### src/rtl/wheel_meter_pkg.sv
// Shared FSM state type and width helpers for the wheel speed meter.
package wheel_meter_pkg;

  typedef enum logic [1:0] {
    IDLE    = 2'd0,
    MEASURE = 2'd1,
    STALLED = 2'd2
  } meter_state_t;

  // One headroom bit lets a saturating add detect overflow before clamping.
  localparam int SAT_GUARD_W = 1;
  localparam int CIRC_W      = 32;
  localparam int REV_W       = 16;
  localparam int PROD_W      = REV_W + CIRC_W;

  function automatic int sum_w(input int w);
    return ((w > CIRC_W) ? w : CIRC_W) + SAT_GUARD_W;
  endfunction

endpackage

### src/rtl/sensor_debounce.sv
// Two-flop synchronizer plus consecutive-sample debouncer for a reed input;
// rise is a one-cycle strobe one clock after the clean level goes high.
module sensor_debounce #(
  parameter int DEBOUNCE_CYCLES = 16
) (
  input  logic clock,
  input  logic reset_n,
  input  logic raw,
  output logic level,
  output logic rise
);

  localparam int CNT_W = $clog2(DEBOUNCE_CYCLES + 1);
  localparam logic [CNT_W-1:0] CNT_LAST = CNT_W'(DEBOUNCE_CYCLES - 1);

  logic             sync1;
  logic             sync2;
  logic             level_d;
  logic [CNT_W-1:0] cnt;

  always_ff @(posedge clock) begin
    if (!reset_n) begin
      sync1   <= 1'b0;
      sync2   <= 1'b0;
      level   <= 1'b0;
      level_d <= 1'b0;
      rise    <= 1'b0;
      cnt     <= '0;
    end else begin
      sync1   <= raw;
      sync2   <= sync1;
      level_d <= level;
      rise    <= level & ~level_d;
      // cnt tracks how many consecutive samples have disagreed with level
      if (sync2 == level) begin
        cnt <= '0;
      end else if (cnt == CNT_LAST) begin
        level <= sync2;
        cnt   <= '0;
      end else begin
        cnt <= cnt + 1'b1;
      end
    end
  end

endmodule

### src/rtl/wheel_speed_meter.sv
// Wheel distance/speed meter with stall detection.
// Optional signed accel output when WHEEL_SPEED_METER_ACCEL_EN is defined.
//
// state   | meaning
// IDLE    | gate held at 0, waiting for the first revolution
// MEASURE | gate counting windows, speed updated at each window close
// STALLED | too many empty windows, speed 0, gate stopped
module wheel_speed_meter
  import wheel_meter_pkg::*;
#(
  parameter int DEBOUNCE_CYCLES = 16,
  parameter int CIRC_MM         = 2000,
  parameter int GATE_CYCLES     = 50_000_000,
  parameter int STALL_WINDOWS   = 3,
  parameter int DIST_W          = 24,
  parameter int SPD_W           = 16
) (
  input  logic              clock,
  input  logic              reset_n,
  input  logic              iman,
  input  logic              clear,
  output logic [DIST_W-1:0] distance_mm,
  output logic [SPD_W-1:0]  speed,
  output logic              speed_valid,
  output logic              stalled,
  output logic              rev_pulse
`ifdef WHEEL_SPEED_METER_ACCEL_EN
  ,
  output logic signed [SPD_W:0] accel
`endif
);

  localparam int GATE_W  = $clog2(GATE_CYCLES + 1);
  localparam int EMPTY_W = $clog2(STALL_WINDOWS + 1);
  localparam int DSUM_W  = sum_w(DIST_W);

  localparam logic [GATE_W-1:0]  GATE_LAST  = GATE_W'(GATE_CYCLES - 1);
  localparam logic [EMPTY_W-1:0] EMPTY_LAST = EMPTY_W'(STALL_WINDOWS - 1);
  localparam logic [DSUM_W-1:0]  DIST_MAX   = DSUM_W'({DIST_W{1'b1}});
  localparam logic [PROD_W-1:0]  SPD_MAX    = PROD_W'({SPD_W{1'b1}});
  localparam logic [REV_W-1:0]   REV_MAX    = '1;

  meter_state_t       state;
  logic               rev;
  logic               clean_level;
  logic [GATE_W-1:0]  gate_cnt;
  logic [REV_W-1:0]   window_revs;
  logic [REV_W-1:0]   revs_total;
  logic [EMPTY_W-1:0] empty_cnt;
  logic [DSUM_W-1:0]  dist_sum;
  logic [PROD_W-1:0]  prod;
  logic [SPD_W-1:0]   speed_new;

  sensor_debounce #(
    .DEBOUNCE_CYCLES(DEBOUNCE_CYCLES)
  ) u_debounce (
    .clock  (clock),
    .reset_n(reset_n),
    .raw    (iman),
    .level  (clean_level),
    .rise   (rev)
  );

  assign rev_pulse = rev;

  // revs_total includes a pulse landing on the current cycle, so a pulse on
  // the terminal-count cycle is credited to the window being closed.
  always_comb begin
    revs_total = window_revs;
    if (rev && (window_revs != REV_MAX)) begin
      revs_total = window_revs + 1'b1;
    end
    dist_sum  = DSUM_W'(distance_mm) + DSUM_W'(CIRC_MM);
    prod      = PROD_W'(revs_total) * PROD_W'(CIRC_MM);
    speed_new = (prod > SPD_MAX) ? '1 : prod[SPD_W-1:0];
  end

  always_ff @(posedge clock) begin
    if (!reset_n) begin
      state       <= IDLE;
      gate_cnt    <= '0;
      window_revs <= '0;
      empty_cnt   <= '0;
      distance_mm <= '0;
      speed       <= '0;
      speed_valid <= 1'b0;
      stalled     <= 1'b0;
`ifdef WHEEL_SPEED_METER_ACCEL_EN
      accel       <= '0;
`endif
    end else if (clear) begin
      state       <= IDLE;
      gate_cnt    <= '0;
      window_revs <= '0;
      empty_cnt   <= '0;
      distance_mm <= '0;
      speed       <= '0;
      speed_valid <= 1'b0;
      stalled     <= 1'b0;
    end else begin
      speed_valid <= 1'b0;
      if (rev) begin
        distance_mm <= (dist_sum > DIST_MAX) ? '1 : dist_sum[DIST_W-1:0];
      end
      case (state)
        IDLE: begin
          gate_cnt <= '0;
          if (rev) begin
            state       <= MEASURE;
            window_revs <= REV_W'(1);
          end
        end
        MEASURE: begin
          if (gate_cnt == GATE_LAST) begin
            gate_cnt    <= '0;
            window_revs <= '0;
            speed       <= speed_new;
            speed_valid <= 1'b1;
`ifdef WHEEL_SPEED_METER_ACCEL_EN
            accel       <= $signed({1'b0, speed_new}) - $signed({1'b0, speed});
`endif
            if (revs_total == '0) begin
              if (empty_cnt == EMPTY_LAST) begin
                state     <= STALLED;
                stalled   <= 1'b1;
                empty_cnt <= '0;
              end else begin
                empty_cnt <= empty_cnt + 1'b1;
              end
            end else begin
              empty_cnt <= '0;
            end
          end else begin
            gate_cnt    <= gate_cnt + 1'b1;
            window_revs <= revs_total;
          end
        end
        STALLED: begin
          gate_cnt <= '0;
          if (rev) begin
            state       <= MEASURE;
            stalled     <= 1'b0;
            window_revs <= REV_W'(1);
          end
        end
        default: begin
          state       <= IDLE;
          gate_cnt    <= '0;
          window_revs <= '0;
        end
      endcase
    end
  end

endmodule

### config.mk
export PLATFORM = sky130hd
export DESIGN_NAME = wheel_speed_meter
export DESIGN_NICKNAME = d
export VERILOG_FILES = /design/src/rtl/wheel_meter_pkg.sv /design/src/rtl/sensor_debounce.sv /design/src/rtl/wheel_speed_meter.sv
export SDC_FILE = /design/constraint.sdc
export NUM_CORES = 1
export LEC_CHECK = 0
export ABC_AREA = 1
export CAP_MARGIN = 20
export CORE_MARGIN = 2
export CORE_UTILIZATION = 47
export DETAILED_ROUTE_END_ITERATION = 10
export PLACE_DENSITY_LB_ADDON = 0.12
export SLEW_MARGIN = 30
export SYNTH_ARGS = -nofsm -noshare
export SYNTH_HDL_FRONTEND = slang
export SYNTH_SLANG_ARGS = --single-unit
### constraint.sdc
create_clock -name clock -period 9.2 [get_ports clock]
set_input_delay 1.84 -clock clock [delete_from_list [all_inputs] [get_ports clock]]
set_output_delay 1.84 -clock clock [all_outputs]
set_load 0.1 [all_outputs]
Word level (Yosys, flattened, before mapping)

Cells that the tools add are included.

Output and inout port bits: 43
Register bits: 98
Word-level logic and storage cells: 71
Input port bits: 4

$add $sub $neg: 5
Multiply operators: 1
Bitwise gates (word level): 5
Reduce and logical (&&, ||, !) cells: 13
Muxes and demuxes: 19
Equality and inequality tests: 12
Magnitude comparators: 2

Operators with widths:

| cell                                                                    | number |
|---|---|
| 16-bit two-way mux                                                      | 4 |
| 16-bit one-hot mux with 2 select lines                                  | 1 |
| 27-bit by 16-bit > comparator with 1-bit output, second input constant  | 1 |
| 26-bit by 1-bit adder with 26-bit output, second input constant         | 1 |
| 26-bit equality test, second input constant                             | 1 |
| 24-bit by 11-bit adder with 25-bit output, second input constant        | 1 |
| 25-bit by 24-bit > comparator with 1-bit output, second input constant  | 1 |
| 24-bit two-way mux                                                      | 1 |
| 16-bit by 7-bit multiplier with 23-bit output, second input constant    | 1 |
| 16-bit by 1-bit adder with 16-bit output, second input constant         | 1 |
| 16-bit logical NOT                                                      | 1 |
| 16-bit inequality test, second input constant                           | 1 |
| 2-bit two-way mux                                                       | 6 |
| 2-bit inequality test, second input constant                            | 3 |
| 3-bit OR reduction                                                      | 2 |
| 5-bit by 1-bit adder with 5-bit output, second input constant           | 1 |
| 5-bit by 4-bit equality test with 1-bit output, second input constant   | 1 |
| 1-bit two-way mux                                                       | 5 |
| 5-bit AND reduction                                                     | 1 |
| 2-bit equality test, second input constant                              | 2 |
| 2-bit by 1-bit inequality test with 1-bit output, second input constant | 2 |
| 1-bit NOT                                                               | 4 |
| 2-bit one-hot mux with 2 select lines                                   | 1 |
| 2-bit AND reduction                                                     | 2 |
| 11 further kinds                                                        | 12 |

Depth between registers and ports, before layout

Gate-level depths: netlist of the first run.

Depth in word-level cells: 7
Mapped depth: 37
Depth with buffers taken out: 36

By module

Synthesis of the first run repeated with hierarchy kept, for this count alone.

Cell total of the unflattened synthesis: 1168
Area, all modules: 8077.7 um^2

By module, submodules not included:

| module            | cells each | sequential area each (um^2) | times used | area an instance (um^2) |
|---|---|---|---|---|
| wheel_speed_meter | 1126       | 1641.6                      | 1          | 7714.9 |
| sensor_debounce   | 42         | 200.2                       | 1          | 362.8 |

Least setup slack after synthesis of the first run

No wires, ideal clock.

Path kind: register to register
Start: register window_revs[0]
End: register speed[11]
Arrival time: 5.897 ns
Buffers on the path: 2
Period minus slack after synthesis: 6.016 ns
Data required time: 9.081 ns
Slack: 3.184 ns
Stages on the path, launching flop included: 32
Cells stage by stage: dfxtp_1 ha_1 nand3_1 nor3_2 nand3_2 nand2_4 buf_12 inv_1 o21ai_0 inv_1 ha_1 inv_1 fa_1 inv_1 fa_1 inv_1 fa_1 inv_1 ha_1 nand2_1 nor2_1 nand2_1 nor2_1 nand2_1 nand3_1 nand2_1 nand2_1 and2_1 nand4_1 buf_2 nor2_1 nor2_1

Word-level cells in the longest chain between the ends: 6
Elaborated cells on any way between the ends: 7

Ends and longest elaborated chain:

| item                                                                             | line                     | source |
|---|---|---|
| from (decl)                                                                      | wheel_speed_meter.sv:47  | `logic [REV_W-1:0] window_revs;` |
| from (signal assigned)                                                           | wheel_speed_meter.sv:135 | `window_revs <= revs_total;` |
| branches (longest 2 deep; another with 16-bit by 1-bit adder with 16-bit output) | n/a                      |  |
| 16-bit two-way mux (*)                                                           | wheel_speed_meter.sv:70  | `if (rev && (window_revs != REV_MAX)) begin` |
| 16-bit by 7-bit multiplier with 23-bit output (*)                                | wheel_speed_meter.sv:74  | `prod = PROD_W'(revs_total) * PROD_W'(CIRC_MM);` |
| 27-bit by 16-bit > comparator with 1-bit output                                  | wheel_speed_meter.sv:75  | `speed_new = (prod > SPD_MAX) ? '1 : prod[SPD_W-1:0];` |
| 16-bit two-way mux (*)                                                           | wheel_speed_meter.sv:75  |  |
| to (signal assigned)                                                             | wheel_speed_meter.sv:117 | `speed <= speed_new;` |
| to (decl)                                                                        | wheel_speed_meter.sv:23  | `output logic [SPD_W-1:0] speed,` |

Every way passes the cells marked *.
A chain may end at the register's enable or synchronous reset.

Worst setup path in the final report of the first run

Start: register window_revs[0]
End: register speed[7]

The elaborated chain is that of the path after synthesis.

==> results of run 1 <==
==> routing by layer <==
layer	vias up	global-route usage [%]	share of wire (%)
li1	3822	-	-
met1	3340	28.69	48
met2	86	35.97	47
met3	19	2.908	2.5
met4	0	5.903	1.6
met5	-	0	0
==> cell families (layout without fill, tap and decap cells) <==
logic type	count (synthesis)	in the layout
and+or+nand+nor	560	560
buffers and inverters	270	313
AOI/OAI and AO/OA	136	136
adders and majority gates	105	105
DFF	92	92
xor gates and xnor gates	36	36
==> synth_stat cells (2+ instances only) <==
library cell / number / area, µm²
nor3_2: 4 / 40.04
nand3_2: 2 / 20.02
nand2_1: 264 / 991.0
nand4_1: 25 / 156.4
inv_1: 244 / 915.9
nor2_1: 124 / 465.5
o21bai_1: 2 / 15.01
nand2_4: 5 / 56.30
nand3_1: 70 / 350.3
nor3_1: 20 / 100.1
and2_1: 2 / 12.51
nand3b_1: 5 / 37.54
o21ai_2: 3 / 26.28
o21ai_1: 2 / 10.01
nor4_1: 6 / 37.54
clkbuf_1: 12 / 45.04
xor2_1: 31 / 271.5
nor3b_1: 8 / 60.06
fa_1: 47 / 940.9
o21a_1: 3 / 22.52
o22ai_1: 14 / 87.58
a21oi_2: 2 / 17.52
buf_2: 2 / 10.01
nor2_2: 2 / 12.51
buf_4: 7 / 52.55
a21oi_1: 60 / 300.3
or2_2: 7 / 43.79
buf_1: 2 / 7.510
xnor2_1: 4 / 35.03
nor2_4: 3 / 33.78
o21ai_0: 46 / 230.2
ha_1: 58 / 725.7
nand2_2: 8 / 50.05
dfxtp_1: 92 / 1842
==> stage by stage <==
stage          hold WS [ps]  utilization, %  power (mW)  setup slack, ps
2_1_floorplan         368.1               -      0.4123             3184
5_1_grt               393.1           53.17      0.7965             1835
3_3_place_gp          373.6           51.48      0.4157             2671
4_1_cts               389.3           53.17      0.7811             2526
6_report              384.2           53.17      0.7638             2592
3_5_place_dp          381.0           51.48      0.4159             2545
==> final timing paths <==
path | start | to | slack (ps) | depth (start not counted)
min | u_debounce.level_d | u_debounce.rise | 380 | 1
min reg2reg | u_debounce.level_d | u_debounce.rise | 380 | 1
max reg2reg | window_revs[0] | speed[7] | 2590 | 34
max | window_revs[0] | speed[7] | 2590 | 34
==> sequential cells by signal, summed over array words and instances (netlist names) <==
signal              cells
u_debounce.sync1        1
window_revs            16
u_debounce.sync2        1
speed_valid             1
state                   2
stalled                 1
empty_cnt               2
u_debounce.cnt          5
gate_cnt               26
distance_mm            21
speed                  13
u_debounce.level_d      1
u_debounce.rise         1
u_debounce.level        1
==> power by group through the flow <==
| stage | sequential, mW | combinational [mW] | clock (mW) |
|---|---|---|---|
| floorplan | 0.408 | 0.00440 | 0 |
| global placement | 0.408 | 0.00776 | 0 |
| detailed placement | 0.408 | 0.00790 | 0 |
| CTS | 0.399 | 0.00796 | 0.374 |
| global route | 0.399 | 0.00861 | 0.389 |
| finish | 0.399 | 0.00780 | 0.357 |
==> layout make-up <==
type	instances	area, µm²	area share (%)
clock buffers	12	256.5	2.819
clock inverters	4	32.53	0.3575
inverters	246	923.4	10.15
multi-input cells	837	5266	57.87
flip-flops and latches	92	1842	20.24
well taps	225	281.5	3.094
repair buffers	51	498.0	5.472
==> metrics.md, run 1 <==
| Metric | Value |
|---|---|
| Internal Power | 0.6003 mW |
| Setup TNS | 0 ps |
| Leakage power | 4.192 nW |
| CTS root buffer | clkbuf_16 |
| Post-synthesis compound-gate area fraction | 9.101% |
| Initial antenna violation count | 0 |
| WP data required | 9430 ps |
| Seq/Total Area, Yosys | 22.55% |
| Final setup viols | 0 |
| FILL cells | 1749 |
| Placed cells | 1451 |
| Mean Syn Cell Area | 6.811 µm² |
| Number of port buffers | 46 |
| Bufs and invs on worst path | 7 |
| # rows | 48 |
| HP Class | reg2reg |
| Comb power frac | 1.0% |
| Finished Layout Cells | 1467 |
| Cell area after synthesis | 8167 µm² |
| Drc violations | 0 |
| Commonest cells after routing, fill and taps aside | nand2_1 (264), inv_1 (244), nor2_1 (124) |
| Layout cells sized above 1 | 4.911% |
| Setup crit start kind | register |
| Yosys warning total | 0 |
| Psw | 0.1635 mW |
| Worst-path cell with the longest stage delay | fa_1 |
| Crit path time final | 6608 ps |
| TritonRoute pass-1 iters | 5 |
| Synthesized Nets | 1308 |
| Clock power share | 46.7% |
| I/O pins | 47 |
| Die span in x | 135.8 µm |
| Post-synth cell types | 47 |
| Area post-placement | 8811 µm² |
| Number of global-route vias before repair | 6772 |
| Die area | 18450 µm² |
| Ys flop type | dfxtp_1 |
| Largest family of logic cells by synthesized area | simple AND/OR/NAND/NOR gates |
| WS Path Type | reg2reg |
| Post-Synth Simple-Gate Area | 30.89% |
| Crit-path max FO | 16 |
| Tot GR Track Use | 21.33% |
| Post-synthesis async set-or-reset flop share | 0% |
| RSZ-0062 raised after global routing | no |
| VDD IR max | 71.24 µV |
| Vias | 7267 |
| Hold-fix buffers at CTS | 0 |
| Worst Path Arrival | 6840 ps |
| Mux share of post-synthesis cell area | 0% |
| TritonCTS buffer count | 9 |
| DR vias/cell | 4.954 |
| Die H | 135.8 µm |
| CTS tree | yes |
| Grt total ovfl | 0 |
| Reg power frac | 52.2% |
| Sw Ratio | 21.40% |
| Post-cts sizing count | 0 |
| XOR/XNOR share of the synthesized area | 4.091% |
| Status | completed |
| 1st-iter DRT viols | 402 |
| Area grow syn2layout | 11.43% |
| Nets | 1346 |
| GP Congestion | 0.9015 |
| EDFF count, synth | 0 |
| Max-Cap Viols | 0 |
| Worst clock skew | 10.51 ps |
| Commonest non-fill, non-tap cell in the layout | nand2_1 |
| CP max stage delay | 550 ps |
| Final Hold Viols | 0 |
| Wire length per cell | 12.63 µm |
| Final Cell Area | 9100 µm² |
| PD cells | 83.94 nW/µm² |
| Clk buf depth | 2 |
| Pin count of the biggest net entering global routing | 38 |
| Synthesized netlist cell count | 1199 |
| Worst-Skew Late Latency | 340 ps |
| Antenna Nets Post-Route | 0 |
| Worst-path clk slew | 60 ps |
| Htree depth | 3 |
| Clock Sinks | 92 |
| Initial core utilization | 47.71% |
| Slew margin rel. | 34.54% |
| Max Slew Vio Count | 0 |
| Slew @ Worst Pin | 978.8 ps |
| Endpoint type of the worst setup path | register |
| Flops & latches, synth | 92 |
| Hpwl dp | 14870 µm |
| Final Cycle Share | 71.82% |
| Core ar. | 17120 µm² |
| Global-route wire length before repair | 31940 µm |
| Max Freq | 151.3 MHz |
| WL final | 18520 µm |
| Post-CTS Setup Bufs | 0 |
| Antenna Cells | 0 |
| Cell family with most CP delay | simple AND/OR/NAND/NOR gates |
| Post-Synth Adder-Cell Area | 20.41% |
Note: power is estimated with default switching activity, not from simulation.
==> inputs of run 2 (changes only) <==
Clock period 9.2 ns to 6.9 ns, I/O delays scaled along.
==> run 2 against run 1 <==
Compared with the run above: core utilization hardly changed; worst setup slack worse by 1900 ps; count of clock-buffer cells in the layout is 2 lower; clock power increased by 36%; first-iteration DRC count decreased by 5.0%; hold slack got worse by 0.74 ps; final area about the same; die area did not move; critical path depth decreased by 2; routed wire length is 1.2% higher.
==> metrics.md, run 2 (synthesis results as in run 1) <==
| Metric | Value |
|---|---|
| Reg2reg start | window_revs[0] |
| Final WS setup | 665.7 ps |
| TritonCTS buffer count | 9 |
| Finished Layout Cells | 1469 |
| WS Path Type | reg2reg |
| Wire length per cell | 12.75 µm |
| GP Congestion | 0.9289 |
| Area grow syn2layout | 11.48% |
| Pin count of the biggest net entering global routing | 38 |
| Global-route wire length before repair | 32330 µm |
| Max reg flops | 26 |
| Largest Register | gate_cnt |
| Final setup viols | 0 |
| Capturing point of the worst reg2reg path | speed[7] |
| Worst clock skew | 10.36 ps |
| R2R Setup Slk | 670 ps |
| Crit path time final | 6234 ps |
| Worst-path clk slew | 70 ps |
| CTS root buffer | clkbuf_16 |
| Util after Layout | 53.19% |
| Hold Path Depth | 1 |
| Number of global-route vias before repair | 6898 |
| Area post-placement | 8818 µm² |
| DR vias/cell | 4.954 |
| Pre-CTS WS | 306.7 ps |
| Grt total ovfl | 0 |
| Vias | 7278 |
| Final Cycle Share | 90.35% |
| Hold Path Sink | u_debounce.rise |
| Antenna Cells | 0 |
| # rows | 48 |
| Clock Sinks | 92 |
| Worst Hold Slack | 383.5 ps |
| Die span in x | 135.8 µm |
| Max-Cap Viols | 0 |
| Leakage power | 4.206 nW |
| Initial antenna violation count | 0 |
| Clk buf depth | 2 |
| CP most frequent cell | inv_1 |
| Antenna Nets Post-Route | 0 |
| Slew @ Worst Pin | 1005 ps |
| Max Slew Vio Count | 0 |
| I/O pins | 47 |
| WL final | 18740 µm |
| Drc violations | 0 |
| Crit-path max FO | 16 |
| Number of port buffers | 46 |
| Endpoint type of the worst setup path | register |
| Final Cell Area | 9104 µm² |
| CP max stage delay | 560 ps |
| Die H | 135.8 µm |
| CTS tree | yes |
| Commonest non-fill, non-tap cell in the layout | nand2_1 |
| Setup crit start kind | register |
| Layout cells sized above 1 | 5.145% |
| Tot GR Track Use | 21.56% |
| Hold-fix buffers at CTS | 0 |
| Hold Crit Start | u_debounce.level_d |
| Max Freq | 160.4 MHz |
| Slew margin rel. | 32.81% |
| Placed cells | 1452 |
| RSZ-0062 raised after global routing | no |
| Top Registers | gate_cnt: 26 flops, distance_mm: 21 flops, window_revs: 16 flops |
| TritonRoute pass-1 iters | 6 |
| Die area | 18450 µm² |
| Initial core utilization | 47.71% |
| PD cells | 112.9 nW/µm² |
| Worst Path Arrival | 6480 ps |
| Hpwl dp | 14970 µm |
| Nets | 1348 |
| Status | completed |
| Final Hold Viols | 0 |
| Commonest cells after routing, fill and taps aside | nand2_1 (264), inv_1 (244), nor2_1 (124) |
| Setup TNS | 0 ps |
| 1st-iter DRT viols | 382 |
| Worst-path cell with the longest stage delay | fa_1 |
| Pwr Total | 1.027 mW |
| Htree depth | 3 |
| Worst-Skew Late Latency | 360 ps |
| R2R depth | 32 |
| HP Class | reg2reg |
| VDD IR max | 109.7 µV |
| Core ar. | 17120 µm² |
| WP data required | 7150 ps |
run 2: cell count changes in the layout (fill, tap and decap cells not counted), sizes merged:
cell,before,now
buf,5,7
inv,246,248
clkinvlp,2,0
clkbuf,12,10
clkinv,2,4
run 2: routing by layer:
layer / share of wire, % / GRT usage (%)
met1: 48 / 28.76
met3: 3.7 / 3.169
met5: 0 / 0
met4: 1.7 / 6.250
met2: 46 / 36.34
run 2: worst max-delay path by stage:
stage                   startpoint         to  slack, ps  cells past startpoint
floorplan           window_revs[0]  speed[11]        880                     31
global placement    window_revs[0]   speed[4]        400                     31
detailed placement  window_revs[0]   speed[7]        310                     31
CTS                 window_revs[0]   speed[7]        260                     31
global route        window_revs[0]  speed[10]         40                     35
finish              window_revs[0]   speed[7]        670                     32
run 2: what timing repair did:
action,4_1_cts,5_1_grt
hold endpoints to repair,0,0
resized for setup,0,1
setup endpoints to repair,0,11
setup buffers,0,1
run 2: critical path, delay by kind of cell (launching register included):
kind | cells | cell delay [ps]
fa+ha+maj | 6 | 2580
simple gates | 15 | 1820
compound gates | 4 | 670
buf+inv | 7 | 590
flops | 1 | 440
run 2: cell type report:
class                      count  area (µm²)
sequential                    92        1843
clock inverter                 6       47.55
timing repair buffer          53       513.0
inverter                     246       923.4
clock buffer                  10       229.0
multi-input combinational    837        5266
fill                        1769        8013
tap                          225       281.5
run 2: where the power goes:
group	switching (mW)	internal [mW]	leakage, nW
combinational	0.00730	0.00289	3.33
sequential	0.000450	0.531	0.742
clock	0.236	0.249	0.139
total	0.244	0.783	4.21
==> inputs of run 3 (changes only) <==
Settings changed: CORE_MARGIN 2 to not set.
==> run 3 against run 2 <==
Compared with the run above: sequential power hardly changed; clock skew is 0.70 ps higher; via count is 1.4% lower; largest cell class unchanged; total power is 0.69% higher; hold slack worse by 1.8 ps; critical endpoint is now speed[8].
==> metrics.md, run 3 (synthesis results as in run 1) <==
| Metric | Value |
|---|---|
| Die H | 133.8 µm |
| Crit path time final | 6202 ps |
| Comb power frac | 1.0% |
| Max reg flops | 26 |
| DR vias/cell | 4.905 |
| Psw | 0.2209 mW |
| Number of global-route vias before repair | 6902 |
| Final Cycle Share | 89.88% |
| FILL cells | 1721 |
| Top Registers | gate_cnt: 26 flops, distance_mm: 21 flops, window_revs: 16 flops |
| TritonCTS buffer count | 9 |
| VDD IR max | 117.9 µV |
| Hpwl dp | 14870 µm |
| Worst-path clk slew | 60 ps |
| Hold Path Depth | 1 |
| Final WS setup | 698.5 ps |
| WP depth | 32 |
| I/O pins | 47 |
| R2R depth | 32 |
| Pin count of the biggest net entering global routing | 38 |
| Tot GR Track Use | 22.27% |
| 1st-iter DRT viols | 363 |
| Status | completed |
| Slew @ Worst Pin | 982.8 ps |
| WL final | 18550 µm |
| Largest Register | gate_cnt |
| Reg power frac | 51.4% |
| # rows | 47 |
| Reg2reg start | window_revs[0] |
| Wire length per cell | 12.68 µm |
| Vias | 7176 |
| Nets | 1348 |
| Commonest cells after routing, fill and taps aside | nand2_1 (264), inv_1 (244), nor2_1 (124) |
| PD cells | 113.6 nW/µm² |
| Commonest non-fill, non-tap cell in the layout | nand2_1 |
| Clock Sinks | 92 |
| Critical Path Source | window_revs[0] |
| Bufs and invs on worst path | 7 |
| Crit-path max FO | 16 |
| Core ar. | 16760 µm² |
| Setup crit start kind | register |
| Area grow syn2layout | 11.49% |
| Endpoint type of the worst setup path | register |
| GP Congestion | 0.9063 |
| Initial core utilization | 48.73% |
| Hold Crit Start | u_debounce.level_d |
| Antenna Nets Post-Route | 0 |
| CTS tree | yes |
| Sw Ratio | 21.35% |
| Max Freq | 161.3 MHz |
| Clock power share | 47.6% |
| Max-Cap Viols | 0 |
| Worst clock skew | 11.06 ps |
| WS Path Type | reg2reg |
| Die area | 17910 µm² |
| Max Slew Vio Count | 0 |
| Pre-CTS WS | 339.6 ps |
| Number of port buffers | 46 |
| Initial antenna violation count | 0 |
| Internal Power | 0.8136 mW |
| Die span in x | 133.8 µm |
| HP Class | reg2reg |
| Worst-path cell with the longest stage delay | fa_1 |
| Antenna Cells | 0 |
| Worst-Skew Late Latency | 360 ps |
| Slew margin rel. | 34.27% |
| TritonRoute pass-1 iters | 6 |
| Util after Layout | 54.33% |
| Htree depth | 3 |
| Hold-fix buffers at CTS | 0 |
| Layout cells sized above 1 | 4.988% |
| Final setup viols | 0 |
| CP most frequent cell | inv_1 |
| RSZ-0062 raised after global routing | no |
| Cell family with most CP delay | adder cells |
| Leakage power | 4.202 nW |
| CP max stage delay | 550 ps |
| Grt total ovfl | 0 |
| Clk buf depth | 2 |
| Global-route wire length before repair | 32110 µm |
| Setup TNS | 0 ps |
| WP data required | 7130 ps |
| Drc violations | 0 |
| Final Hold Viols | 0 |
| Worst Path Arrival | 6440 ps |
| CTS root buffer | clkbuf_16 |
## run 3: cell count changes in the layout (fill, tap and decap cells not counted)
cell | before | now
inv_6 | 2 | 0
bufinv_16 | 0 | 1
clkbuf_1 | 1 | 2
clkinv_2 | 2 | 1
clkinvlp_4 | 0 | 1
inv_8 | 1 | 0
## run 3: power by group through the flow
stage	clock network [mW]	logic [mW]	registers (mW)
CTS	0.506	0.0104	0.532
floorplan	0	0.00586	0.544
global placement	0	0.0103	0.544
global route	0.527	0.0115	0.532
detailed placement	0	0.0104	0.544
finish	0.492	0.0103	0.532
## run 3: path summary, 6_finish.rpt
path	to	slack [ps]
worst max-delay path	speed[8]	700
worst min-delay path	u_debounce.rise	380
worst max register to register	speed[8]	700
worst min register to register	u_debounce.rise	380
## run 3: layer usage
layer  up-vias  GRT usage, %  wire length (µm)
li1       3825             -                 -
met4         0         7.197               371
met2       105         37.59              8598
met5         -             0                 0
met3        21         3.288               495
met1      3225         29.18              9087
## run 3: cell type report
class | count | area, µm² | area share [%]
well taps | 220 | 275.3 | 3.023
inverters | 246 | 923.4 | 10.14
repair buffers | 53 | 513.0 | 5.634
multi-input cells | 837 | 5266 | 57.84
clock inverters | 4 | 51.30 | 0.5634
flip-flops and latches | 92 | 1843 | 20.24
clock buffers | 11 | 232.7 | 2.556
## run 3: per-stage QoR
stage | cell area (µm²) | std cells | hold slack [ps] | total power, mW
2_1_floorplan | 8167 | 1199 | 368.1 | 0.5498
3_5_place_dp | 8812 | 1447 | 372.6 | 0.5544
5_1_grt | 9105 | 1463 | 420.0 | 1.070
3_3_place_gp | 8812 | 1447 | 372.5 | 0.5543
6_report | 9105 | 1463 | 381.7 | 1.034
4_1_cts | 9096 | 1462 | 382.8 | 1.048
## run 3: repair_timing
| item | 4_1_cts | 5_1_grt |
|---|---|---|
| resized for setup | 0 | 1 |
| setup buffers | 0 | 1 |
| setup endpoints to repair | 0 | 11 |
